`src/rtl/ifu_fetch_if.sv`:
```
// Fetch-stage bus bundle: instruction-memory req/gnt/rvalid side and the decode-facing output.
// Signal suffixes are from the fetch unit's point of view (master).
interface ifu_fetch_if #(
  parameter int unsigned XLEN        = 64,
  parameter int unsigned INSTR_WIDTH = 32
);
  logic                   imem_req_o;
  logic [XLEN-1:0]        imem_addr_o;
  logic                   imem_gnt_i;
  logic                   imem_rvalid_i;
  logic [INSTR_WIDTH-1:0] imem_rdata_i;
  logic                   imem_err_i;

  logic                   if_valid_o;
  logic                   if_ready_i;
  logic [XLEN-1:0]        if_pc_o;
  logic [INSTR_WIDTH-1:0] if_instr_o;
  logic                   if_fault_o;

  modport master (
    output imem_req_o, imem_addr_o,
    input  imem_gnt_i, imem_rvalid_i, imem_rdata_i, imem_err_i,
    output if_valid_o, if_pc_o, if_instr_o, if_fault_o,
    input  if_ready_i
  );

  modport slave (
    input  imem_req_o, imem_addr_o,
    output imem_gnt_i, imem_rvalid_i, imem_rdata_i, imem_err_i,
    input  if_valid_o, if_pc_o, if_instr_o, if_fault_o,
    output if_ready_i
  );
endinterface

```
`src/rtl/ifu_fetch.sv`:
```
// Instruction fetch stage: owns the PC, one outstanding imem request, one-entry output register.
// Optional fetch-fault reporting (misaligned redirect, imem_err_i) is enabled by IFU_FAULT_CHECK_EN.
module ifu_fetch #(
  parameter int unsigned     XLEN        = 64,
  parameter logic [XLEN-1:0] RESET_PC    = 64'h0000_0000_8000_0000,
  parameter int unsigned     INSTR_WIDTH = 32
) (
  input  logic            clk,
  input  logic            rst,
  input  logic            redirect_valid_i,
  input  logic [XLEN-1:0] redirect_pc_i,
  ifu_fetch_if.master     bus
);

  localparam logic [INSTR_WIDTH-1:0] NOP = INSTR_WIDTH'(32'h0000_0013);

  typedef enum logic [1:0] {S_REQ, S_WAIT, S_FULL} state_e;

  state_e                 state_q, state_d;
  logic [XLEN-1:0]        pc_q, pc_d;
  logic [XLEN-1:0]        req_pc_q, req_pc_d;
  logic [XLEN-1:0]        out_pc_q, out_pc_d;
  logic [INSTR_WIDTH-1:0] instr_q, instr_d;
  logic                   valid_q, valid_d;
  logic                   fault_q, fault_d;
  logic                   drop_q, drop_d;
  logic                   rsp_err;

`ifdef IFU_FAULT_CHECK_EN
  assign rsp_err = bus.imem_err_i;
`else
  logic unused_err;
  assign unused_err = bus.imem_err_i;
  assign rsp_err    = 1'b0;
`endif

  always_comb begin
    state_d  = state_q;
    pc_d     = pc_q;
    req_pc_d = req_pc_q;
    out_pc_d = out_pc_q;
    instr_d  = instr_q;
    valid_d  = valid_q;
    fault_d  = fault_q;
    drop_d   = drop_q;

    unique case (state_q)
      S_REQ: begin
        if (bus.imem_gnt_i) begin
          req_pc_d = pc_q;
          pc_d     = pc_q + XLEN'(4);
          state_d  = S_WAIT;
        end
      end
      S_WAIT: begin
        if (bus.imem_rvalid_i) begin
          if (drop_q) begin
            drop_d  = 1'b0;
            state_d = S_REQ;
          end else begin
            out_pc_d = req_pc_q;
            instr_d  = bus.imem_rdata_i;
            fault_d  = rsp_err;
            valid_d  = 1'b1;
            state_d  = S_FULL;
          end
        end
      end
      S_FULL: begin
        // drop can only be set here after a fault redirect killed an in-flight fetch;
        // its stale response is swallowed here or, after the handshake, back in WAIT.
        if (bus.imem_rvalid_i) drop_d = 1'b0;
        if (valid_q && bus.if_ready_i) begin
          valid_d = 1'b0;
          state_d = drop_d ? S_WAIT : S_REQ;
        end
      end
      default: state_d = S_REQ;
    endcase

    if (redirect_valid_i) begin
      pc_d    = redirect_pc_i;
      valid_d = 1'b0;
      unique case (state_q)
        S_REQ: begin
          if (bus.imem_gnt_i) begin
            drop_d  = 1'b1;
            state_d = S_WAIT;
          end else begin
            state_d = S_REQ;
          end
        end
        S_WAIT: begin
          if (bus.imem_rvalid_i) begin
            drop_d  = 1'b0;
            state_d = S_REQ;
          end else begin
            drop_d  = 1'b1;
            state_d = S_WAIT;
          end
        end
        default: state_d = drop_d ? S_WAIT : S_REQ;
      endcase
`ifdef IFU_FAULT_CHECK_EN
      if (redirect_pc_i[1:0] != 2'b00) begin
        out_pc_d = redirect_pc_i;
        instr_d  = NOP;
        fault_d  = 1'b1;
        valid_d  = 1'b1;
        pc_d     = redirect_pc_i + XLEN'(4);
        state_d  = S_FULL;
      end
`endif
    end
  end

  always_ff @(posedge clk or posedge rst) begin
    if (rst) begin
      state_q  <= S_REQ;
      pc_q     <= RESET_PC;
      req_pc_q <= '0;
      out_pc_q <= '0;
      instr_q  <= NOP;
      valid_q  <= 1'b0;
      fault_q  <= 1'b0;
      drop_q   <= 1'b0;
    end else begin
      state_q  <= state_d;
      pc_q     <= pc_d;
      req_pc_q <= req_pc_d;
      out_pc_q <= out_pc_d;
      instr_q  <= instr_d;
      valid_q  <= valid_d;
      fault_q  <= fault_d;
      drop_q   <= drop_d;
    end
  end

  assign bus.imem_req_o  = (state_q == S_REQ) && !rst;
  assign bus.imem_addr_o = pc_q;
  assign bus.if_valid_o  = valid_q;
  assign bus.if_pc_o     = out_pc_q;
  assign bus.if_instr_o  = instr_q;
`ifdef IFU_FAULT_CHECK_EN
  assign bus.if_fault_o  = fault_q;
`else
  assign bus.if_fault_o  = 1'b0;
`endif

endmodule

```
`src/flat_wrapper.sv`:
```
// flat-port wrapper written by rule: the top's interface ports become plain ports
module ifu_fetch_flat 
#(
  parameter int unsigned     XLEN        = 64,
  parameter logic [XLEN-1:0] RESET_PC    = 64'h0000_0000_8000_0000,
  parameter int unsigned     INSTR_WIDTH = 32
)
  (clk, rst, redirect_valid_i, redirect_pc_i, bus_imem_req_o, bus_imem_addr_o, bus_imem_gnt_i, bus_imem_rvalid_i, bus_imem_rdata_i, bus_imem_err_i, bus_if_valid_o, bus_if_pc_o, bus_if_instr_o, bus_if_fault_o, bus_if_ready_i);
  ifu_fetch_if #(.XLEN(XLEN), .INSTR_WIDTH(INSTR_WIDTH)) bus_i ();
  input  logic clk;
  input  logic rst;
  input  logic redirect_valid_i;
  input  logic [XLEN-1:0] redirect_pc_i;
  output wire logic [$bits(bus_i.imem_req_o)-1:0] bus_imem_req_o;
  output wire logic [$bits(bus_i.imem_addr_o)-1:0] bus_imem_addr_o;
  input wire logic [$bits(bus_i.imem_gnt_i)-1:0] bus_imem_gnt_i;
  input wire logic [$bits(bus_i.imem_rvalid_i)-1:0] bus_imem_rvalid_i;
  input wire logic [$bits(bus_i.imem_rdata_i)-1:0] bus_imem_rdata_i;
  input wire logic [$bits(bus_i.imem_err_i)-1:0] bus_imem_err_i;
  output wire logic [$bits(bus_i.if_valid_o)-1:0] bus_if_valid_o;
  output wire logic [$bits(bus_i.if_pc_o)-1:0] bus_if_pc_o;
  output wire logic [$bits(bus_i.if_instr_o)-1:0] bus_if_instr_o;
  output wire logic [$bits(bus_i.if_fault_o)-1:0] bus_if_fault_o;
  input wire logic [$bits(bus_i.if_ready_i)-1:0] bus_if_ready_i;
  assign bus_imem_req_o = bus_i.imem_req_o;
  assign bus_imem_addr_o = bus_i.imem_addr_o;
  assign bus_i.imem_gnt_i = bus_imem_gnt_i;
  assign bus_i.imem_rvalid_i = bus_imem_rvalid_i;
  assign bus_i.imem_rdata_i = bus_imem_rdata_i;
  assign bus_i.imem_err_i = bus_imem_err_i;
  assign bus_if_valid_o = bus_i.if_valid_o;
  assign bus_if_pc_o = bus_i.if_pc_o;
  assign bus_if_instr_o = bus_i.if_instr_o;
  assign bus_if_fault_o = bus_i.if_fault_o;
  assign bus_i.if_ready_i = bus_if_ready_i;
  ifu_fetch #(.XLEN(XLEN), .RESET_PC(RESET_PC), .INSTR_WIDTH(INSTR_WIDTH)) u_core (.clk(clk), .rst(rst), .redirect_valid_i(redirect_valid_i), .redirect_pc_i(redirect_pc_i), .bus(bus_i));
endmodule
```
`config.mk`:
```
export PLATFORM = sky130hd
export DESIGN_NAME = ifu_fetch_flat
export DESIGN_NICKNAME = d
export VERILOG_FILES = /design/src/rtl/ifu_fetch_if.sv /design/src/rtl/ifu_fetch.sv /design/src/flat_wrapper.sv
export SDC_FILE = /design/constraint.sdc
export NUM_CORES = 1
export LEC_CHECK = 0
export BUFFER_PORTS_ARGS = -buffer_cell sky130_fd_sc_hd__buf_4
export CAP_MARGIN = 20
export CORE_MARGIN = 2
export CORE_UTILIZATION = 30
export DETAILED_ROUTE_END_ITERATION = 7
export PLACE_DENSITY = 0.5
export REMOVE_ABC_BUFFERS = 1
export SYNTH_ARGS = -nofsm -noshare
export SYNTH_HDL_FRONTEND = slang
export SYNTH_SLANG_ARGS = --single-unit
```
`constraint.sdc`:
```
create_clock -name clk -period 11.9 [get_ports clk]
set_input_delay 1.19 -clock clk [delete_from_list [all_inputs] [get_ports clk]]
set_output_delay 1.19 -clock clk [all_outputs]
set_load 0.05 [all_outputs]
```
* Word-level counts from Yosys, hierarchy flattened
Cells that the tools add are included.
** Word-level totals
- Bits in registers :: 228
- Word-level logic and storage cells :: 53
- Input port bits :: 103
- Output and inout bits :: 163
** Cells by class
- Bitwise operators :: 1
- Reductions and logical operators :: 12
- Equality and inequality tests :: 6
- Multiplexer cells :: 26
- Add/subtract/negate cells :: 1
** Operators by type and width (count)
- 64-bit two-way mux :: 3
- 64-bit by 3-bit adder with 64-bit output (second input constant) :: 1
- 1-bit two-way mux :: 13
- 2-bit two-way mux :: 5
- 3-bit != test (second input constant) :: 3
- 1-bit case mux with 2 select lines :: 3
- 2-bit case mux with 3 select lines :: 1
- 3-bit AND reduction :: 2
- 2-bit case mux with 2 select lines :: 1
- 2-bit AND reduction :: 2
- 4-bit AND reduction :: 1
- 2-bit nonzero test :: 2
- 3-bit by 2-bit != test with 1-bit output (second input constant) :: 1
- 3-bit nonzero test :: 1
- 2-bit by 1-bit == test with 1-bit output (second input constant) :: 1
- 2-bit == test (second input constant) :: 1
- 1-bit logical AND :: 2
- 2-bit logical NOT :: 1
- 1-bit logical NOT :: 1
- 1-bit NOT :: 1

* Depth between registers and ports, before layout
Gate-level depths: netlist of run 1.
- Depth after elaboration :: 6
- Gate-level depth with buffers :: 9
- Depth with buffers taken out :: 7

* Worst setup path before layout of run 1
No wires, ideal clock.
- Path type :: input port to output port
- From :: in rst
- To :: out bus_imem_req_o
- Path buffers :: 0
- Required time :: 10.710 ns
- Arrival time :: 1.879 ns
- Path slack :: 8.831 ns
- Stages :: 1
- Cells stage by stage :: nor2b_1
** Between the ends
- Word-level cells in the longest chain between the ends :: 2
** RTL lines
- start: declaration :: line flat_wrapper.sv:11 : input logic rst;
- 1-bit logical NOT (no line)
- 1-bit logical AND :: line ifu_fetch.sv:139 : assign bus.imem_req_o = (state_q == S_REQ) && !rst;
- end: declaration :: line flat_wrapper.sv:14 : output wire logic [$bits(bus_i.imem_req_o)-1:0] bus_imem_req_o;
No other way between the ends.

* Final worst setup path of run 1
- From :: reg u_core.state_q[0]
- To :: reg u_core.pc_q[58] (netlist: u_core.bus.imem_addr_o[58])
** Between the ends
- Word-level cells in the longest chain between the ends :: 3
** RTL lines
- start: declaration :: line ifu_fetch.sv:19 : state_e state_q, state_d;
- start signal: assignment :: line ifu_fetch.sv:128 : state_q <= state_d;
- 2-bit logical NOT :: line ifu_fetch.sv:47 : unique case (state_q)
- 2-bit nonzero test (no line)
- 2-bit AND reduction (no line)
- end signal: assignment :: line ifu_fetch.sv:129 : pc_q <= pc_d;
- end: declaration :: line ifu_fetch.sv:20 : logic [XLEN-1:0] pc_q, pc_d;
No other way between the ends.
A chain may end at the register's enable or synchronous reset.

==> results of run 1 <==
-- power by group through the flow --
stage | Combinational [W] | Sequential [W] | Clock (W)
floorplan | 0.000451 | 0.00183 | 0
global route | 0.00158 | 0.00128 | 0.000954
global placement | 0.00149 | 0.00124 | 0
detailed placement | 0.00150 | 0.00125 | 0
finish | 0.00148 | 0.00123 | 0.000887
CTS | 0.00150 | 0.00123 | 0.000921
-- cell type report --
class / instances / area (um2)
repair buffers: 273 / 2070
well taps: 442 / 553
clock buffers: 36 / 782
flip-flops and latches: 228 / 5710
clock inverters: 14 / 175
fillers: 3259 / 19300
multi-input cells: 668 / 4090
inverters: 13 / 56.3
-- sequential cells by signal, indices dropped and copies added (netlist names) --
| register | flops |
|---|---|
| u_core.bus.imem_addr_o | 64 |
| u_core.bus.if_instr_o | 32 |
| u_core.state_q | 2 |
| u_core.bus.if_valid_o | 1 |
| u_core.bus.if_pc_o | 64 |
| u_core.drop_q | 1 |
| u_core.req_pc_q | 64 |
-- path summary, 6_finish.rpt --
path,from,cells past startpoint,slack (ns),end
max,u_core.state_q[0],7,8.61,u_core.bus.imem_addr_o[58]
min,u_core.req_pc_q[17],2,0.47,u_core.req_pc_q[17]
max reg2reg,u_core.state_q[0],7,8.61,u_core.bus.imem_addr_o[58]
min reg2reg,u_core.req_pc_q[17],2,0.47,u_core.req_pc_q[17]
max in group asynchronous,rst,3,9.68,u_core.bus.imem_addr_o[17]
min in group asynchronous,rst,2,0.80,u_core.bus.if_pc_o[26]
-- layer usage --
layer | GRT usage [%] | wire [um]
met5 | 0 | 13
met1 | 22.8 | 13400
met3 | 4.50 | 2070
met4 | 3.88 | 538
met2 | 27.2 | 13600
-- through the flow --
stage / instances / hold WS (ns) / area, um2 / utilization [%] / power (W)
global placement: 1623 / 0.455 / 12400 / 38.1 / 0.00273
detailed placement: 1623 / 0.459 / 12400 / 38.1 / 0.00275
CTS: 1673 / 0.474 / 13400 / 41.0 / 0.00366
global route: 1674 / 0.492 / 13400 / 41.1 / 0.00381
floorplan: 909 / 0.443 / 9840 / - / 0.00228
finish: 1674 / 0.470 / 13400 / 41.1 / 0.00360
-- cells in the final DEF, fill, tap and decap left out, types with 3 or more instances in the layout --
master     instances
mux2i_1            4
clkbuf_1           4
or3_1              9
nor3_1            12
and4_1            14
nand2_1          253
clkbuf_16         29
mux2_2            98
and2_1             4
xnor2_1           20
bufinv_16          4
dfstp_2            4
nor4_1             7
a31oi_1           16
a21oi_1            7
clkinv_2           8
ha_1               5
o21ai_0           59
nor2b_1            5
nand4_1           26
dfrtp_1          224
and3_1            12
xor2_1            20
o31ai_1            5
clkbuf_8           3
inv_1             12
nor2_1            31
nand3_1           28
or4_1              6
buf_4            272
-- cells by family (layout without fill, tap and decap cells) --
group	count (synthesis)	in the layout	synth area share [%]
XOR/XNOR	40	40	3.50
flip-flops	228	228	57.0
AO/OA/AOI/OAI	98	98	5.65
AND/OR/NAND/NOR	422	422	19.5
buffers and inverters	59	336	2.27
other	1	1	0.0374
adder cells (fa/ha/maj)	5	5	0.625
multiplexers	102	102	11.4
-- critical path: stages (launching register included) --
cell and delay [ns]:
dfrtp_1 0.42, inv_1 0.10, ha_1 0.41, nand3_1 0.27, or4_1 0.71, nor4_1 0.86
a41o_1 0.28, a31oi_1 0.09
==> impl_metrics.ini, run 1 <==
[outcome]
status = completed

[finish]
final_nets = 1320
diodes = 0
syn_to_final_growth_pct = 34.1
drive_above_1_share_pct = 35.0

[clocking]
hold_buffers = 0
cts.clk_slew.worst_paths_ns = 0.06
post_cts_buffers = 0
cts_buffer_depth = 3
tritoncts = built
cts_resized = 0
root_buffer = clkbuf_16
h-tree-depth = 1
clk_latency_ns = 0.55
clkSinkCount = 228
cts_made_buffers = 28

[yosys]
synth_top_area_share_pct = 56.0
synth_seq_cells = 228
yosysWarnings = 0
netlist_instances = 955
yosys_most_used_dff = dfrtp_1
yosys.cell_types.count = 48
async_flop_share_pct = 100
synthTopCellsByCount = nand2_1, dfrtp_1, mux2_2
syn_area_mm2 = 0.0100
synth.largest_area_cell = dfrtp_1
synth-edff-count = 0
synth.most_common_cell = nand2_1
avgSynthCellArea_um2 = 10.5
yosysSeqAreaShare_pct = 57.0
synth_area_leaders = dfrtp_1, mux2_2, nand2_1

[timing]
finClkSkew_ns = 0.0137
final-setup-viol-count = 0
period_minus_slack_ns = 3.29
max_freq_mhz = 304
worst_slew_pin_slew_ns = 0.903
layout_setup_ws_ns = 8.61
relSlewSlack_pct = 39.2
rsz0062_at_grt = no
finalCritPeriodShare_pct = 27.6
tns_ns = 0
drv_slew = 0
finalHoldViolations = 0

[floorplan]
die_w_um = 187
die_y_um = 187
rows = 66
dieArea_mm2 = 0.0349
core_mm2 = 0.0327
num_io_pins = 266
initial_utilization_pct = 30.6

[detailed_routing]
first_iter_violations = 416
totalWireLength_um = 29700
vias_per_cell = 4.70
wl_per_cell_um = 17.7
ant_nets = 0
first_pass_iters = 6
drc = 0
via_count = 7868

[placement]
post-place-ws_ns = 8.27
gp_congestion = 0.758
hpwl_um = 19800
io_buffers = 263

[pwr]
p_sw_share_pct = 41.4
p_per_area_mw_per_mm2 = 268
peakVddDrop_v = 0.000108
netSwitchingPower_w = 0.00149
p_leak_nw = 6.32
power_frac_clock_pct = 24.6
p_seq_share_pct = 34.2
intPower_w = 0.00211
combPwrFrac_pct = 41.1

[setup_path]
cp-end-kind = flop
required_ns = 12.29
worstSetupPathType = reg -> reg
cp_max_fo = 11
startpoint_type = flop
worstPathArrival_ns = 3.67

[grt]
antenna_found_initial = 1
overflow = 0
grt_util_all_layers_pct = 16.9
grt_pass1_wl_um = 47000
first_global_vias = 7928
grt_max_degree = 112

[min_path]
hold_path_class = reg -> reg

[flow_run]
maxCapViolCount = 0
Power figures use the tool's default switching activity.
==> run 2: changes to the inputs <==
- PLACE_DENSITY: 0.5 -> 0.52
- clock period: 11.9 -> 2.81 ns (I/O delays scaled with it)
==> run 2 against run 1 <==
  * Core utilization grew 2.8 points
  * First-iteration DRC count shrank 3.1%
  * Register-to-register slack lost 8.4 ns
  * Worst hold slack lost 0.45 ns
  * Via count grew 4.7%
  * Largest cell class unchanged
==> impl_metrics.ini, run 2 (synthesized netlist as in run 1, its figures left out) <==
[grt]
grtUsageMet3_pct = 3.91
grt_max_degree = 79
grt_use_met1_pct = 23.1
grt.busiest_layer = met2
antenna_found_initial = 2
grt_pass1_wl_um = 48800
first_global_vias = 8501
overflow = 0
grt_util_all_layers_pct = 17.5
met2_usage_pct = 29.3

[pwr]
peakVddDrop_v = 0.000567
p_leak_nw = 6.73
total_power_w = 0.0151
p_per_area_mw_per_mm2 = 1050

[setup_path]
startpoint_type = flop
reg2reg_to = u_core.bus.imem_addr_o[60]
cp_max_fo = 5
cp_cell_sequence = inv_1 > ha_1 > nand3_1 > or4_1 > or4_4 > or4_1 > a31oi_1
worstPathArrival_ns = 3.03
required_ns = 3.26
cp.buffers_inverters = 1
cp-end-kind = flop
crit_start = u_core.state_q[0]
worstReg2RegStart = u_core.state_q[0]
rr_worst_depth = 7
worstSetupPathType = reg -> reg
reg2reg_setup_slack_ns = 0.23
cpMaxStageDelayCell = or4_4
cp_common_cell = or4_1
cpPeakStageDelay_ns = 0.58
cp_top_family = simple AND/OR/NAND/NOR gates

[finish]
syn_to_final_growth_pct = 43.2
drive_above_1_share_pct = 33.4
post-route-util_pct = 43.8
final_nets = 1423
layout_common_cells = buf_4, nand2_1, dfrtp_1
layout_commonest_cell = buf_4

[clocking]
h-tree-depth = 1
cts_made_buffers = 27
root_buffer = clkbuf_16
clk_latency_ns = 0.53
cts_buffer_depth = 3
clkSinkCount = 228
tritoncts = built
cts.clk_slew.worst_paths_ns = 0.06
post_cts_buffers = 0

[detailed_routing]
totalWireLength_um = 30800
drc = 0
first_pass_iters = 7
first_iter_violations = 403
via_count = 8237
wl_per_cell_um = 17.3
ant_nets = 0
vias_per_cell = 4.64

[timing]
hold_ws_ns = 0.0198
rsz0062_at_grt = no
tns_ns = 0
relSlewSlack_pct = 52.3
finalCritPeriodShare_pct = 92.0
worst_slew_pin_slew_ns = 0.710
finalHoldViolations = 0
final-setup-viol-count = 0
period_minus_slack_ns = 2.58
max_freq_mhz = 387
finClkSkew_ns = 0.0118
drv_slew = 0

[flow_run]
maxCapViolCount = 0

[floorplan]
die_y_um = 187
num_io_pins = 266
rows = 66
initial_utilization_pct = 30.6
dieArea_mm2 = 0.0349
die_w_um = 187
core_mm2 = 0.0327

[min_path]
hp-start = redirect_pc_i[39]
hold_depth = 3
whs_endpoint = u_core.bus.imem_addr_o[39]
hold_path_class = in -> reg

[placement]
io_buffers = 263
hpwl_um = 21200
gp_congestion = 0.799

[outcome]
status = completed
run 2: cell type report:
type	count	area, um2
inverters	13	56.3
clock inverters	4	45.0
well taps	442	553
repair buffers	377	3080
multi-input cells	668	4090
fillers	3161	18400
flip-flops and latches	228	5710
diodes	1	2.50
clock buffers	44	800
run 2: what timing repair did:
| item | 4_1_cts | 5_1_grt |
|---|---|---|
| hold endpoints to repair | 154 | 0 |
| hold buffers | 81 | 0 |
| gates resized for setup | 0 | 0 |
run 2: how the worst max path moves through the flow:
stage | end | slack (ns) | cells after the start
after floorplan | u_core.bus.if_instr_o[10] | -3.71 | 1
after global placement | u_core.bus.imem_addr_o[60] | 0.30 | 7
after detailed placement | u_core.bus.imem_addr_o[60] | 0.23 | 6
after CTS | u_core.bus.imem_addr_o[60] | 0.22 | 6
after global routing | u_core.bus.imem_addr_o[44] | 0.08 | 7
final | u_core.bus.imem_addr_o[60] | 0.23 | 7
run 2: worst min-delay path: stages:
cell     delay, ns
buf_4         0.08
nand2_1       0.06
o21ai_0       0.08
run 2: per-layer routing:
layer / vias up / routed length (um)
li1: 4006 / -
met1: 3970 / 13900
met2: 224 / 14400
met3: 35 / 1910
met4: 2 / 536
met5: - / 13
run 2: power by group:
part	total (W)	switching (W)	leakage [nW]	internal, W
logic	0.00652	0.00426	3.53	0.00226
clock network	0.00336	0.00135	0.415	0.00202
registers	0.00519	0.000689	2.78	0.00450
total	0.0151	0.00630	6.73	0.00877
run 2: stage by stage:
step	cell area (um2)	std cells	setup WS (ns)
after floorplan	9840	909	-3.71
after global placement	12700	1647	0.300
after detailed placement	12700	1647	0.233
after CTS	14300	1776	0.215
after global routing	14300	1776	0.0844
final	14300	1777	0.226
==> run 3: changes to the inputs <==
- SETUP_SLACK_MARGIN: unset -> 0.3
==> run 3 against run 2 <==
  * Sequential power barely moved
  * Non-clock buffer count rose by 11
  * Global-route usage increased by 0.053 points
  * Worst setup slack better by 0.079 ns
  * Sequential cell count is the same
  * Combinational power up 1%
  * Cell count up 0.68%
  * Clock-buffer cell count did not move
  * Power grew 0.53%
  * Wire length up 0.59%
  * Worst hold slack improved by 0.0068 ns
  * Critical path depth did not move
  * Critical endpoint unchanged
  * Highest routed layer unchanged
==> impl_metrics.ini, run 3 (synthesized netlist as in run 1, its figures left out) <==
[outcome]
status = completed

[timing]
finalCritPeriodShare_pct = 89.1
finalHoldViolations = 0
final-setup-viol-count = 0
max_freq_mhz = 399
period_minus_slack_ns = 2.50
finClkSkew_ns = 0.0114
drv_slew = 0
relSlewSlack_pct = 51.4
layout_setup_ws_ns = 0.305
rsz0062_at_grt = yes
worst_slew_pin_slew_ns = 0.723

[placement]
gp_congestion = 0.799
hpwl_um = 21200
dpl.cell_count = 1647
io_buffers = 263
place_area_mm2 = 0.0127
post-place-ws_ns = 0.233

[setup_path]
cp-end-kind = flop
cpPeakStageDelay_ns = 0.57
cp_cell_sequence = inv_2 > ha_4 > nand3_2 > or4_4 > or4_4 > or4_1 > a31oi_1
worstReg2RegStart = u_core.state_q[0]
worstPathArrival_ns = 2.95
cp_common_cell = or4_4
required_ns = 3.26
startpoint_type = flop
cp_max_fo = 4
cp_top_family = simple AND/OR/NAND/NOR gates
worstSetupPathType = reg -> reg
cpMaxStageDelayCell = or4_4
cp.buffers_inverters = 1
crit_start = u_core.state_q[0]

[pwr]
peakVddDrop_v = 0.000567
p_per_area_mw_per_mm2 = 1050
p_leak_nw = 6.78

[detailed_routing]
wl_met3_um = 1890
drc = 0
wl_met1_um = 14100
first_iter_violations = 387
ant_nets = 0
totalWireLength_um = 31000
highest_layer = met5
wl_per_cell_um = 17.3
via_count = 8305
vias_per_cell = 4.64
wl_met2_um = 14500
first_pass_iters = 4

[grt]
grt_max_degree = 79
grt_pass1_wl_um = 49000
overflow = 0
antenna_found_initial = 2
grt_util_all_layers_pct = 17.5
first_global_vias = 8528

[clocking]
h-tree-depth = 1
cts_made_buffers = 27
cts_buffer_depth = 3
tritoncts = built
cts.clk_slew.worst_paths_ns = 0.06
clkSinkCount = 228
clk_latency_ns = 0.53
root_buffer = clkbuf_16

[finish]
layout_commonest_cell = buf_4
fillers = 3151
multiInputGateArea_mm2 = 0.00412
layout.cells.non_filler = 1789
final_nets = 1434
ff_latch_area_mm2 = 0.00571
syn_to_final_growth_pct = 44.3
finish.instance_area_mm2 = 0.0145
layout_common_cells = buf_4, nand2_1, dfrtp_1
drive_above_1_share_pct = 34.6
post-route-util_pct = 44.2

[floorplan]
num_io_pins = 266
rows = 66
die_w_um = 187
die_y_um = 187
dieArea_mm2 = 0.0349
initial_utilization_pct = 30.6
core_mm2 = 0.0327

[flow_run]
maxCapViolCount = 0

[min_path]
hold_path_class = in -> reg
hp-start = redirect_pc_i[56]
## run 3: cell count changes in the layout (fill, tap and decap cells not counted), sizes merged
cell / delta
buf: +11
diode: +1
## run 3: what timing repair did
| action | in CTS | in global routing |
|---|---|---|
| endpoints found under the setup margin | 1 | 10 |
| resized for setup | 2 | 8 |
| buffers inserted | 5 | 6 |
| hold buffers | 81 | 0 |
| endpoints found under the hold margin | 154 | 0 |
| pin swaps | 1 | 6 |
## run 3: layout make-up
cell class	instances	area share, %
multi-input combinational	668	28.5
tap	442	3.83
timing repair buffer	388	21.9
clock inverter	4	0.312
clock buffer	44	5.53
inverter	13	0.390
antenna	2	0.0346
sequential	228	39.5
## run 3: power by group
group / switching, W / internal [W]
logic: 0.00430 / 0.00231
clock network: 0.00135 / 0.00201
registers: 0.000683 / 0.00450
## run 3: routing by layer
layer	up-vias	GRT usage (%)
met5	-	0
met4	2	3.75
met3	33	3.91
met2	222	29.5
met1	4018	23.2
li1	4030	-
## run 3: path summary, 6_finish.rpt
path	endpoint	slack, ns	depth (start not counted)
worst max-delay path	u_core.bus.imem_addr_o[60]	0.31	7
worst min register to register	u_core.req_pc_q[53]	0.47	2
worst max register to register	u_core.bus.imem_addr_o[60]	0.31	7
max in group asynchronous	u_core.bus.if_instr_o[4]	1.58	4
min in group asynchronous	u_core.bus.if_valid_o	0.38	3
worst min-delay path	u_core.bus.imem_addr_o[56]	0.03	3
## run 3: stage by stage
step | power [W] | hold WS, ns | setup TNS [ns]
6_report | 0.0152 | 0.0266 | 0
5_1_grt | 0.0160 | 0.00450 | 0
4_1_cts | 0.0153 | 0.00134 | 0
3_5_place_dp | 0.0117 | 0.420 | 0
3_3_place_gp | 0.0116 | 0.404 | 0
2_1_floorplan | 0.00965 | 0.347 | -957.14
## run 3: worst reg2reg max path, stage by stage, from the launching register on
cell and delay [ns]:
dfrtp_1 0.40, inv_2 0.09, ha_4 0.13, nand3_2 0.08
or4_4 0.57, or4_4 0.56, or4_1 0.42, a31oi_1 0.18
